$ cat src/rtl/muldiv_issue.sv
// Pipeline-side initiator for the iterative multiply/divide core: resolves divide-by-zero,
// signed overflow and repeated operations locally, otherwise issues magnitudes and fixes signs.
module muldiv_issue #(
    parameter int unsigned DRAIN_CYCLES = 80
) (
    input  logic        Clk,
    input  logic        Reset,
    input  logic        req_valid,
    input  logic [2:0]  funct3,
    input  logic [31:0] rs1,
    input  logic [31:0] rs2,
    output logic        stall,
    output logic        resp_valid,
    output logic [31:0] resp_data,
    output logic        core_execute,
    output logic        core_div,
    output logic [31:0] core_opa,
    output logic [31:0] core_opb,
    input  logic        core_ready,
    input  logic [31:0] core_lo,
    input  logic [31:0] core_hi
);

    localparam int unsigned XLEN  = 32;
    localparam int unsigned CNT_W = (DRAIN_CYCLES > 0) ? $clog2(DRAIN_CYCLES + 1) : 1;

    typedef enum logic [2:0] {S_DRAIN, S_IDLE, S_ISSUE, S_WAIT, S_FIXUP, S_RESP} state_e;

    typedef struct packed {
        logic [XLEN-1:0] a;
        logic [XLEN-1:0] b;
        logic            a_signed;
        logic            b_signed;
        logic            div;
    } key_t;

    function automatic logic a_is_signed(input logic [2:0] f);
        return f[2] ? ~f[0] : (f[1:0] != 2'b11);
    endfunction

    function automatic logic b_is_signed(input logic [2:0] f);
        return f[2] ? ~f[0] : ~f[1];
    endfunction

    function automatic logic [XLEN-1:0] magnitude(input logic [XLEN-1:0] x, input logic sgn);
        return (sgn && x[XLEN-1]) ? (~x + XLEN'(1)) : x;
    endfunction

    // {hi, lo} holds {product high, product low} or {remainder, quotient}
    function automatic logic [XLEN-1:0] select_result(input logic [2:0] f, input logic [2*XLEN-1:0] r);
        if (f == 3'b000)  return r[XLEN-1:0];
        else if (!f[2])   return r[2*XLEN-1:XLEN];
        else if (!f[1])   return r[XLEN-1:0];
        else              return r[2*XLEN-1:XLEN];
    endfunction

    state_e            state_q, state_d;
    logic [CNT_W-1:0]  drain_q, drain_d;
    logic [XLEN-1:0]   a_q, a_d, b_q, b_d;
    logic [2:0]        f3_q, f3_d;
    logic              cache_valid_q, cache_valid_d;
    key_t              cache_key_q, cache_key_d;
    logic [2*XLEN-1:0] cache_res_q, cache_res_d;
    logic              resp_valid_q, resp_valid_d;
    logic [XLEN-1:0]   resp_data_q, resp_data_d;
    logic              core_execute_q, core_execute_d;
    logic              core_div_q, core_div_d;
    logic [XLEN-1:0]   core_opa_q, core_opa_d, core_opb_q, core_opb_d;

    // Request classification on the live inputs (used only in IDLE)
    key_t req_key;
    logic req_div0, req_ovf, req_hit;

    assign req_key  = '{a: rs1, b: rs2, a_signed: a_is_signed(funct3),
                        b_signed: b_is_signed(funct3), div: funct3[2]};
    assign req_div0 = funct3[2] && (rs2 == '0);
    assign req_ovf  = funct3[2] && !funct3[0] && (rs1 == 32'h8000_0000) && (rs2 == 32'hFFFF_FFFF);
    assign req_hit  = cache_valid_q && (cache_key_q == req_key);

    // Sign fix-up of the core's unsigned result for the latched op
    logic              fix_a_neg, fix_b_neg;
    logic [2*XLEN-1:0] fix_prod, fix_mul, fix_res;
    logic [XLEN-1:0]   fix_quot, fix_rem;
    key_t              fix_key;

    assign fix_a_neg = a_is_signed(f3_q) && a_q[XLEN-1];
    assign fix_b_neg = b_is_signed(f3_q) && b_q[XLEN-1];
    assign fix_prod  = {core_hi, core_lo};
    assign fix_mul   = (fix_a_neg ^ fix_b_neg) ? (~fix_prod + (2*XLEN)'(1)) : fix_prod;
    assign fix_quot  = (fix_a_neg ^ fix_b_neg) ? (~core_lo + XLEN'(1)) : core_lo;
    assign fix_rem   = fix_a_neg ? (~core_hi + XLEN'(1)) : core_hi;
    assign fix_res   = f3_q[2] ? {fix_rem, fix_quot} : fix_mul;
    assign fix_key   = '{a: a_q, b: b_q, a_signed: a_is_signed(f3_q),
                        b_signed: b_is_signed(f3_q), div: f3_q[2]};

    always_comb begin
        state_d        = state_q;
        drain_d        = drain_q;
        a_d            = a_q;
        b_d            = b_q;
        f3_d           = f3_q;
        cache_valid_d  = cache_valid_q;
        cache_key_d    = cache_key_q;
        cache_res_d    = cache_res_q;
        resp_valid_d   = 1'b0;
        resp_data_d    = '0;
        core_execute_d = 1'b0;
        core_div_d     = core_div_q;
        core_opa_d     = core_opa_q;
        core_opb_d     = core_opb_q;

        unique case (state_q)
            S_DRAIN: begin
                if (drain_q == '0) state_d = S_IDLE;
                else               drain_d = drain_q - CNT_W'(1);
            end
            S_IDLE: begin
                if (req_valid) begin
                    a_d  = rs1;
                    b_d  = rs2;
                    f3_d = funct3;
                    if (req_div0) begin
                        state_d      = S_RESP;
                        resp_valid_d = 1'b1;
                        resp_data_d  = funct3[1] ? rs1 : {XLEN{1'b1}};
                    end else if (req_ovf) begin
                        state_d      = S_RESP;
                        resp_valid_d = 1'b1;
                        resp_data_d  = funct3[1] ? '0 : 32'h8000_0000;
                    end else if (req_hit) begin
                        state_d      = S_RESP;
                        resp_valid_d = 1'b1;
                        resp_data_d  = select_result(funct3, cache_res_q);
                    end else begin
                        state_d        = S_ISSUE;
                        core_execute_d = 1'b1;
                        core_div_d     = funct3[2];
                        core_opa_d     = magnitude(rs1, a_is_signed(funct3));
                        core_opb_d     = magnitude(rs2, b_is_signed(funct3));
                    end
                end
            end
            // ready is not looked at here: it may still be high from the previous op
            S_ISSUE: state_d = S_WAIT;
            S_WAIT: begin
                if (core_ready) state_d = S_FIXUP;
            end
            S_FIXUP: begin
                state_d       = S_RESP;
                cache_valid_d = 1'b1;
                cache_key_d   = fix_key;
                cache_res_d   = fix_res;
                resp_valid_d  = 1'b1;
                resp_data_d   = select_result(f3_q, fix_res);
            end
            S_RESP:  state_d = S_IDLE;
            default: state_d = S_DRAIN;
        endcase
    end

    always_ff @(posedge Clk) begin
        if (Reset) begin
            state_q        <= S_DRAIN;
            drain_q        <= CNT_W'(DRAIN_CYCLES);
            cache_valid_q  <= 1'b0;
            resp_valid_q   <= 1'b0;
            resp_data_q    <= '0;
            core_execute_q <= 1'b0;
            core_div_q     <= 1'b0;
            core_opa_q     <= '0;
            core_opb_q     <= '0;
        end else begin
            state_q        <= state_d;
            drain_q        <= drain_d;
            cache_valid_q  <= cache_valid_d;
            resp_valid_q   <= resp_valid_d;
            resp_data_q    <= resp_data_d;
            core_execute_q <= core_execute_d;
            core_div_q     <= core_div_d;
            core_opa_q     <= core_opa_d;
            core_opb_q     <= core_opb_d;
        end
    end

    // Datapath latches need no reset; the cache is gated by its valid bit
    always_ff @(posedge Clk) begin
        a_q         <= a_d;
        b_q         <= b_d;
        f3_q        <= f3_d;
        cache_key_q <= cache_key_d;
        cache_res_q <= cache_res_d;
    end

    assign stall        = req_valid & ~resp_valid_q;
    assign resp_valid   = resp_valid_q;
    assign resp_data    = resp_data_q;
    assign core_execute = core_execute_q;
    assign core_div     = core_div_q;
    assign core_opa     = core_opa_q;
    assign core_opb     = core_opb_q;

endmodule
$ cat config.mk
export PLATFORM = sky130hd
export DESIGN_NAME = muldiv_issue
export DESIGN_NICKNAME = d
export VERILOG_FILES = /design/src/rtl/muldiv_issue.sv
export SDC_FILE = /design/constraint.sdc
export NUM_CORES = 1
export LEC_CHECK = 0
export ABC_CLOCK_PERIOD_IN_PS = 6870
export BUFFER_PORTS_ARGS = -buffer_cell sky130_fd_sc_hd__buf_2
export CAP_MARGIN = 20
export CORE_MARGIN = 2
export CORE_UTILIZATION = 55
export CTS_CLUSTER_DIAMETER = 40
export DETAILED_ROUTE_END_ITERATION = 10
export PLACE_DENSITY = 0.84
export SLEW_MARGIN = 30
export SYNTH_ARGS = -nofsm -noshare
export SYNTH_HDL_FRONTEND = slang
export SYNTH_SLANG_ARGS = --single-unit
$ cat constraint.sdc
create_clock -name Clk -period 6.87 [get_ports Clk]
set_clock_uncertainty 0.15 [all_clocks]
set_input_delay 1.374 -clock Clk [delete_from_list [all_inputs] [get_ports Clk]]
set_output_delay 1.374 -clock Clk [all_outputs]
set_load 0.02 [all_outputs]
==> impl_metrics.csv, run 1 <==
group,metric,value,unit
routing,drtIter0Drc,2218,
sta,finalMaxSlewViolations,0,
synthesis,synth-async-reset-ratio,0,%
floorplan,core_region_area,0.0286,mm^2
setup_path,r2r_slack,3.26,ns
routing,ant_nets,0,
sta,tightest_slew,1.04,ns
placement,dp_slack,1.98,ns
setup_path,crit_type,"in -> reg",
synthesis,yosysTopAreaCell,"edfxtp_1",
sta,post-route-period-util,62.0,%
setup_path,cp-end-kind,"register",
cts,root_buffer,"clkbuf_16",
setup_path,critical_path_required,7.08,ns
power_and_ir_drop,leakage,6.79,nW
sta,fmax,235,MHz
sta,hold_viol,0,
setup_path,slowest_delay,0.52,ns
layout,areaGrowthSynthToFinish,18.3,%
grt,grt_pass1_vias,13000,
synthesis,synth_top_area_share,37.2,%
routing,vias,14100,
layout,n_fill_cell,2192,
placement,dp_hpwl,37.3,mm
cts,worst_skew_pair.late_latency,0.54,ns
cts,clockBufferDepth,3,
cts,numCtsBuffers,42,
synthesis,syn_area,0.0160,mm^2
setup_path,r2r_end,"resp_data[18]",
synthesis,ys_warn_count,0,
synthesis,yosysMostFrequentCell,"edfxtp_1",
floorplan,start_util,55.8,%
cts,cts.clk_slew.worst_paths,0.06,ns
setup_path,critPathMaxFanout,21,
worst_hold_path,hp-class,"reg -> reg",
setup_path,rr_worst_depth,7,
worst_hold_path,holdCritStartpoint,"a_q[25]",
placement,portBuffers,234,
routing,drc,0,
setup_path,startpoint_type,"primary input",
grt,grt_usage,32.8,%
routing,routed_via_density,6.46,
cts,cts_tree,"done",
cts,cts_hold_buf,0,
routing,routed_wl,51.2,mm
sta,setup_viol,0,
floorplan,chipHeight,174,um
synthesis,syn_avg_cell_area,10.2,um^2
floorplan,die_area,0.0304,mm^2
worst_hold_path,hold_depth,0,
flow_run,maxCapViolCount,0,
layout,fin_nets,1901,
worst_hold_path,holdPathEnd,"cache_key_q[60]",
power_and_ir_drop,vdd_drop_max,0.145,mV
floorplan,num_rows,62,
synthesis,syn_inst,1566,
floorplan,io-pin-count,235,
placement,gp_congestion,0.995,
grt,grt_max_degree,131,
setup_path,worstReg2RegStart,"f3_q[2]",
synthesis,synth-seq-cells,308,
setup_path,cp_top_family,"simple AND/OR/NAND/NOR gates",
grt,grt_overflow,0,
setup_path,worst-path-buf-inv,3,
sta,worst_slack,2.61,ns
cts,cts_max_level,2,
synthesis,synth_nets,1708,
sta,rsz0062_at_grt,"false",
setup_path,crit_chain,"buf_2 > inv_1 > ha_1 > or4b_1 > nor4b_4 > and2_1 > a32o_1 > nor4_2 > buf_4 > a221oi_1 > a21oi_1",
synthesis,synthTopCellsByArea,"edfxtp_1 (37%), dfxtp_1 (14%), xnor2_1 (5.0%)",
synthesis,synth_cell_types,76,
grt,grt_antenna_before_repair,4,
sta,fin_crit,4.26,ns
synthesis,synthTopCellsByCount,"edfxtp_1 (198), a21oi_1 (127), o21ai_0 (116)",
layout,layout-drive-gt1-share,21.0,%
cts,postCtsSetupBuffers,0,
synthesis,synth_ff_type,"edfxtp_1",
routing,first_pass_iters,8,
sta,maxSlewHeadroom,30.6,%
routing,wire_per_inst,23.5,um
outcome,status,"finished, final reports clean",
power_and_ir_drop,p_per_area,249,mW/mm^2
cts,clock_sinks,308,
floorplan,die_w,174,um
synthesis,ys_seq_area_share,51.0,%
setup_path,critPathArrivalTime,4.47,ns
sta,tns,0,ns
setup_path,crit_path_top_delay_cell,"or4b_1",
grt,grt_first_pass_wirelength,77.0,mm
synthesis,synth-edff-count,198,
cts,post_cts_resize_count,0,
## cell usage in the layout, fill, tap and decap left out, drive strengths merged, types with 9 or more instances in the layout
cell type  count
o21a          12
mux2          26
and2           9
xor2          64
or4           22
mux2i         12
o31ai         28
or3           87
xnor2         92
nand2         73
or2            9
nor2          65
nor4          38
buf          247
a21oi        127
nand4         52
edfxtp       198
nand2b        58
dfxtp        110
o41ai         13
nand3         26
nor3          44
a31oi         16
inv           51
o21ai        123
clkbuf        54
## stage by stage
step / hold WS, ns / utilization (%) / area (um^2) / power (mW) / instances
after floorplan: 0.250 / - / 16000 / 2.26 / 1566
after global placement: 0.251 / 60.7 / 17400 / 2.42 / 2099
after detailed placement: 0.255 / 60.8 / 17400 / 2.43 / 2099
after CTS: 0.257 / 66.0 / 18900 / 4.69 / 2176
after global routing: 0.265 / 66.0 / 18900 / 4.81 / 2177
final: 0.255 / 66.0 / 18900 / 4.70 / 2178
## sequential cells by signal, indices dropped and copies added, names as in the netlist
register       cells
cache_res_q       64
cache_key_q       67
core_opa          32
cache_valid_q      1
core_opb          32
state_q            3
core_div           1
b_q               32
resp_data         32
resp_valid         1
core_execute       1
drain_q            7
f3_q               3
a_q               32
## layout make-up
class	count	area, um^2	share of cell area (%)
clock inverter	23	312	1.65
clock buffer	54	1180	6.24
inverter	42	160	0.847
multi-input combinational	1118	7340	38.8
sequential	308	8150	43.1
tap	384	480	2.54
antenna	2	5.00	0.0265
timing repair buffer	247	1280	6.77
## report_power, final
group / internal (mW) / switching [mW]
Clock: 1.43 / 0.862
Combinational: 0.139 / 0.267
Sequential: 1.99 / 0.0155
Total: 3.55 / 1.14
## routing by layer
metal | wire [um] | global-route usage (%) | vias up
met5 | 27 | 0 | -
met4 | 1750 | 10.9 | 4
met3 | 6720 | 6.89 | 156
met2 | 22600 | 49.9 | 1019
met1 | 20100 | 47.0 | 6607
li1 | - | - | 6279
## worst max-delay path by stage
stage                from             to  slack, ns  depth (start not counted)
6_report           rs1[0]  resp_data[18]       2.61                         11
5_1_grt            rs1[0]   core_opa[12]       2.49                         11
4_1_cts            rs1[0]   core_opa[12]       2.54                         11
3_5_place_dp       rs1[0]   core_opa[12]       1.98                         11
3_3_place_gp       rs1[0]   core_opa[31]       2.08                         11
2_1_floorplan  state_q[1]   resp_data[9]       1.43                          7
## cell families after synthesis
group | after synthesis | synth area share [%]
compound gates | 405 | 15.7
xor+xnor | 156 | 8.55
fa+ha+maj | 7 | 0.548
buf+inv | 140 | 3.41
flops | 308 | 51.0
mux | 38 | 2.58
simple gates | 512 | 18.2
Power figures use the tool's default switching activity.
==> run 2, diff against run 1 <==
Settings changed: ABC_AREA set to 1, ABC_CLOCK_PERIOD_IN_PS 6870 to 3650, CORE_UTILIZATION 55 to 53.
Clock period 6.87 ns to 3.65 ns, I/O delays scaled along.
==> impl_metrics.csv, run 2 <==
group,metric,value,unit
synthesis,synthTopCellsByArea,"edfxtp_1 (32%), nand2_1 (15%), dfxtp_1 (12%)",
power_and_ir_drop,leakage,10.1,nW
sta,finalMaxSlewViolations,0,
synthesis,yosysMostFrequentCell,"nand2_1",
synthesis,yosysTopAreaCell,"edfxtp_1",
synthesis,synth_cell_types,46,
cts,clockBufferDepth,3,
setup_path,r2r_end,"core_opa[18]",
routing,drtIter0Drc,2281,
setup_path,worst-path-buf-inv,3,
power_and_ir_drop,clkPwrFrac,47.4,%
synthesis,synth_ff_type,"edfxtp_1",
synthesis,synth_top_area_share,32.3,%
placement,portBuffers,234,
sta,tns,0,ns
routing,routed_wl,71.7,mm
sta,setup_viol,0,
worst_hold_path,hp-class,"in -> reg",
placement,dp_hpwl,56.3,mm
setup_path,critPathMaxFanout,32,
synthesis,synth-async-reset-ratio,0,%
routing,wire_per_inst,21.8,um
grt,grt_pass1_vias,17800,
floorplan,start_util,53.6,%
routing,first_pass_iters,6,
layout,fin_nets,2934,
synthesis,synth-seq-cells,308,
sta,fin_crit,3.19,ns
power_and_ir_drop,switchingPower,2.39,mW
floorplan,die_w,190,um
sta,tightest_slew,1.02,ns
layout,reg_top3,"cache_key_q (67), cache_res_q (64)",
setup_path,crit_chain,"inv_1 > o21ai_0 > nor2_1 > nand2_1 > nor2_1 > nand2_1 > nor2_1 > nand3_2 > buf_4 > nand3_1 > inv_2 > nand3_2 > a21oi_1",
sta,post-route-period-util,87.4,%
sta,hold_viol,0,
power_and_ir_drop,vdd_drop_max,0.358,mV
synthesis,synthTopCellsByCount,"nand2_1 (753), nor2_1 (360), inv_1 (284)",
floorplan,die_area,0.0363,mm^2
floorplan,core_region_area,0.0344,mm^2
layout,layout-drive-gt1-share,16.3,%
setup_path,rr_worst_depth,13,
setup_path,crit_path_top_delay_cell,"o21ai_0",
layout,final_cells,3282,
setup_path,critPathLaunch,"cache_key_q[19]",
setup_path,cp-end-kind,"register",
power_and_ir_drop,comb_power_share,10.9,%
synthesis,syn_area,0.0184,mm^2
routing,routed_via_density,5.71,
grt,grt_antenna_before_repair,0,
cts,cts.clk_slew.worst_paths,0.07,ns
synthesis,ys_seq_area_share,44.2,%
grt,grt_max_degree,82,
layout,regMostFlops,"cache_key_q",
synthesis,ys_warn_count,0,
cts,worst_skew_pair.late_latency,0.55,ns
cts,numCtsBuffers,42,
layout,layout_commonest_cell,"nand2_1",
layout,areaGrowthSynthToFinish,18.7,%
sta,maxSlewHeadroom,31.6,%
power_and_ir_drop,internal_power,6.59,mW
setup_path,critPathArrivalTime,3.51,ns
power_and_ir_drop,p_total,8.98,mW
power_and_ir_drop,p_per_area,411,mW/mm^2
placement,gp_congestion,1.06,
sta,fmax,313,MHz
setup_path,critical_path_required,3.97,ns
synthesis,synth-edff-count,198,
layout,final_cell_mix,"nand2_1 (753), nor2_1 (360), inv_1 (284)",
routing,vias,18800,
cts,postCtsSetupBuffers,0,
setup_path,startpoint_type,"register",
setup_path,worstReg2RegStart,"cache_key_q[19]",
sta,rsz0062_at_grt,"false",
synthesis,syn_avg_cell_area,7.30,um^2
floorplan,io-pin-count,235,
cts,cts_max_level,2,
setup_path,crit_path_frequent_cell,"nor2_1",
cts,clock_sinks,308,
setup_path,worstSetupEndpoint,"core_opa[18]",
routing,ant_nets,0,
synthesis,synth_nets,2666,
floorplan,chipHeight,190,um
setup_path,cp.depth,13,
setup_path,slowest_delay,0.79,ns
routing,drc,0,
grt,grt_first_pass_wirelength,106,mm
flow_run,maxCapViolCount,0,
setup_path,r2r_slack,0.46,ns
cts,root_buffer,"clkbuf_16",
synthesis,syn_inst,2524,
cts,cts_hold_buf,0,
power_and_ir_drop,p_sw_share,26.6,%
grt,grt_usage,39.3,%
cts,post_cts_resize_count,0,
setup_path,crit_type,"reg -> reg",
grt,grt_overflow,0,
floorplan,num_rows,68,
cts,cts_tree,"done",
power_and_ir_drop,seq_power_share,41.8,%
placement,placed_cells,3202,
setup_path,cp_top_family,"compound AO/OA/AOI/OAI gates",
layout,largest_reg_flops,67,
outcome,status,"finished, final reports clean",
run 2: logic make-up after synthesis:
family	share of synthesized area [%]
and+or+nand+nor	32.4
buffers and inverters	8.17
adders and majority gates	0.476
muxes	1.96
AOI/OAI and AO/OA	8.06
DFF	44.2
xor gates and xnor gates	4.69
run 2: power groups by stage:
| stage | logic (mW) | clock network (mW) | registers, mW |
|---|---|---|---|
| after floorplan | 0.496 | 0 | 3.84 |
| after global placement | 0.929 | 0 | 3.82 |
| after detailed placement | 0.938 | 0 | 3.82 |
| after CTS | 0.948 | 4.26 | 3.75 |
| after global routing | 1.05 | 4.38 | 3.75 |
| final | 0.975 | 4.25 | 3.75 |
run 2: cell type report:
cell class,instances,area (um^2)
Clock inverter,27,279
Tap cell,455,569
Timing Repair Buffer,304,1780
Fill cell,3011,12500
Inverter,296,1110
Clock buffer,51,1180
Antenna cell,1,2.50
Multi-Input combinational cell,1840,8780
Sequential cell,308,8150
run 2: routing by layer:
layer	vias up	part of all wire, %	track usage [%]
li1	8696	-	-
met1	8628	37	47.5
met2	1170	46	64.8
met3	256	9.2	6.04
met4	0	7.8	26.7
met5	-	0	0
run 2: metrics by stage:
| stage | utilization [%] | setup WS [ns] | hold WS (ns) | area (um^2) |
|---|---|---|---|---|
| after floorplan | - | 0.229 | 0.250 | 18400 |
| after global placement | 59.2 | 0.0650 | 0.251 | 20400 |
| after detailed placement | 59.2 | 0.0399 | 0.255 | 20400 |
| after CTS | 63.5 | 0.564 | 0.217 | 21800 |
| after global routing | 63.6 | 0.359 | 0.218 | 21900 |
| final | 63.6 | 0.458 | 0.223 | 21900 |
run 2: how the worst min path moves through the flow:
stage                from               to  slack (ns)  depth (start not counted)
2_1_floorplan      b_q[7]  cache_key_q[10]        0.25                          0
3_3_place_gp       b_q[7]  cache_key_q[10]        0.25                          0
3_5_place_dp      a_q[11]  cache_key_q[46]        0.25                          0
4_1_cts        core_lo[0]   cache_res_q[0]        0.22                          1
5_1_grt        core_lo[0]   cache_res_q[0]        0.22                          1
6_report       core_lo[0]   cache_res_q[0]        0.22                          1
==> run 3, diff against run 2 <==
==> constraint.sdc (replaced) <==
create_clock -name Clk -period 3.65 [get_ports Clk]
set_clock_uncertainty 0.15 [all_clocks]
set_input_delay 0.365 -clock Clk [delete_from_list [all_inputs] [get_ports Clk]]
set_output_delay 0.365 -clock Clk [all_outputs]
set_load 0.02 [all_outputs]
==> impl_metrics.csv, run 3 (synthesis gave the netlist of run 2 again) <==
group,metric,value,unit
grt,grt_pass1_vias,17900,
routing,routed_wl,72.7,mm
layout,areaGrowthSynthToFinish,18.4,%
sta,rsz0062_at_grt,"false",
layout,final_cells,3286,
worst_hold_path,hp-class,"in -> reg",
routing,drtIter0Drc,2197,
setup_path,cp-end-kind,"register",
layout,layout-drive-gt1-share,14.7,%
floorplan,core_region_area,0.0344,mm^2
setup_path,r2r_slack,0.69,ns
cts,numCtsBuffers,37,
power_and_ir_drop,switchingPower,2.28,mW
floorplan,die_w,190,um
power_and_ir_drop,comb_power_share,11.8,%
cts,post_cts_resize_count,0,
worst_hold_path,holdPathEnd,"a_q[19]",
setup_path,r2r_end,"resp_data[17]",
worst_hold_path,holdCritStartpoint,"rs1[19]",
cts,cts_tree,"done",
placement,gp_congestion,1.02,
routing,first_pass_iters,6,
layout,largest_reg_flops,67,
placement,dp_hpwl,56.4,mm
outcome,status,"finished, final reports clean",
cts,clock_sinks,308,
sta,maxSlewHeadroom,38.0,%
floorplan,chipHeight,190,um
layout,reg_top3,"cache_key_q (67), cache_res_q (64)",
sta,post-route-period-util,88.3,%
floorplan,start_util,53.6,%
cts,clockBufferDepth,3,
placement,dp_slack,0.511,ns
grt,grt_first_pass_wirelength,108,mm
cts,postCtsSetupBuffers,0,
cts,root_buffer,"clkbuf_16",
layout,regMostFlops,"cache_key_q",
sta,fmax,310,MHz
setup_path,critPathLaunch,"rs1[0]",
layout,layout_commonest_cell,"nand2_1",
sta,tns,0,ns
sta,hold_viol,0,
routing,drc,0,
sta,finalMaxSlewViolations,0,
setup_path,critical_path_required,3.93,ns
worst_hold_path,hold_depth,1,
setup_path,rr_worst_depth,13,
routing,routed_via_density,5.70,
cts,worst_skew_pair.late_latency,0.54,ns
placement,portBuffers,234,
grt,grt_overflow,0,
power_and_ir_drop,clkPwrFrac,43.8,%
floorplan,io-pin-count,235,
cts,cts_max_level,2,
placement,placed_cells,3168,
layout,final_cell_mix,"nand2_1 (753), nor2_1 (360), inv_1 (284)",
sta,worst_slack,0.429,ns
routing,wire_per_inst,22.1,um
layout,n_fill_cell,2958,
setup_path,critPathMaxFanout,68,
power_and_ir_drop,leakage,10.0,nW
layout,final_util,63.4,%
grt,grt_max_degree,74,
flow_run,maxCapViolCount,0,
setup_path,worstReg2RegStart,"f3_q[1]",
routing,vias,18700,
sta,setup_viol,0,
routing,ant_nets,0,
power_and_ir_drop,seq_power_share,44.4,%
grt,grt_antenna_before_repair,2,
setup_path,critPathArrivalTime,3.50,ns
cts,cts.clk_slew.worst_paths,0.07,ns
setup_path,startpoint_type,"primary input",
layout,fin_nets,2942,
floorplan,die_area,0.0363,mm^2
power_and_ir_drop,vdd_drop_max,0.385,mV
power_and_ir_drop,internal_power,6.17,mW
grt,grt_usage,39.9,%
setup_path,crit_type,"in -> reg",
power_and_ir_drop,p_per_area,388,mW/mm^2
power_and_ir_drop,p_sw_share,27.0,%
floorplan,num_rows,68,
sta,tightest_slew,0.931,ns
sta,fin_crit,3.22,ns
## run 3: cell count changes in the layout (fill, tap and decap cells not counted), sizes merged
cell         delta
buf            -35
diode           +1
dlygate4sd3    +48
bufinv          -3
clkinv          -7
## run 3: area by class of cell
type                       count  area [um^2]  area share, %
multi-input combinational   1840         8780           40.3
sequential                   308         8150           37.4
timing repair buffer         317         1940           8.90
inverter                     296         1110           5.10
clock buffer                  51         1080           4.97
tap                          455          569           2.61
clock inverter                17          158          0.723
antenna                        2         5.00         0.0230
## run 3: worst max-delay path by stage
stage,to,slack [ns],depth (start not counted)
floorplan,a_q[0],0.19,3
global placement,core_div,0.59,16
detailed placement,core_opb[13],0.51,15
CTS,resp_data[4],0.54,17
global route,resp_data[4],0.27,17
finish,core_div,0.43,16
## run 3: worst max-delay path, cell delays in order
cell,delay (ns)
dlygate4sd3_1,0.53
buf_2,0.16
inv_1,0.12
ha_1,0.25
nand3_2,0.12
nor2_2,0.07
nand2_2,0.10
nor2_2,0.06
nand3b_2,0.11
or2_1,0.18
nand4_2,0.22
nor2_4,0.14
buf_4,0.61
nand2_1,0.22
nand2_1,0.12
nor2_1,0.04
## run 3: stage by stage
step	cell area, um^2	hold slack [ns]	power [mW]
finish	21800	0.0159	8.45
global route	21800	0.00795	8.65
CTS	21800	0.000155	8.43
detailed placement	20100	0.255	4.74
global placement	20100	0.250	4.73
floorplan	18400	0.250	4.33
## run 3: what timing repair did
item | CTS | global route
hold buffers | 48 | 0
setup endpoints to repair | 0 | 0
hold endpoints to repair | 48 | 0
## run 3: power groups by stage
| stage | combinational (mW) | clock (mW) | sequential, mW |
|---|---|---|---|
| floorplan | 0.496 | 0 | 3.84 |
| global placement | 0.906 | 0 | 3.82 |
| detailed placement | 0.919 | 0 | 3.82 |
| CTS | 0.967 | 3.71 | 3.75 |
| global route | 1.07 | 3.84 | 3.75 |
| finish | 0.996 | 3.70 | 3.75 |
## run 3: per-layer routing
metal	up-vias	routed length (um)	global-route usage, %
li1	8699	-	-
met1	8600	27000	47.9
met2	1200	33600	65.9
met3	246	6250	6.09
met4	0	5760	27.8
met5	-	0	0
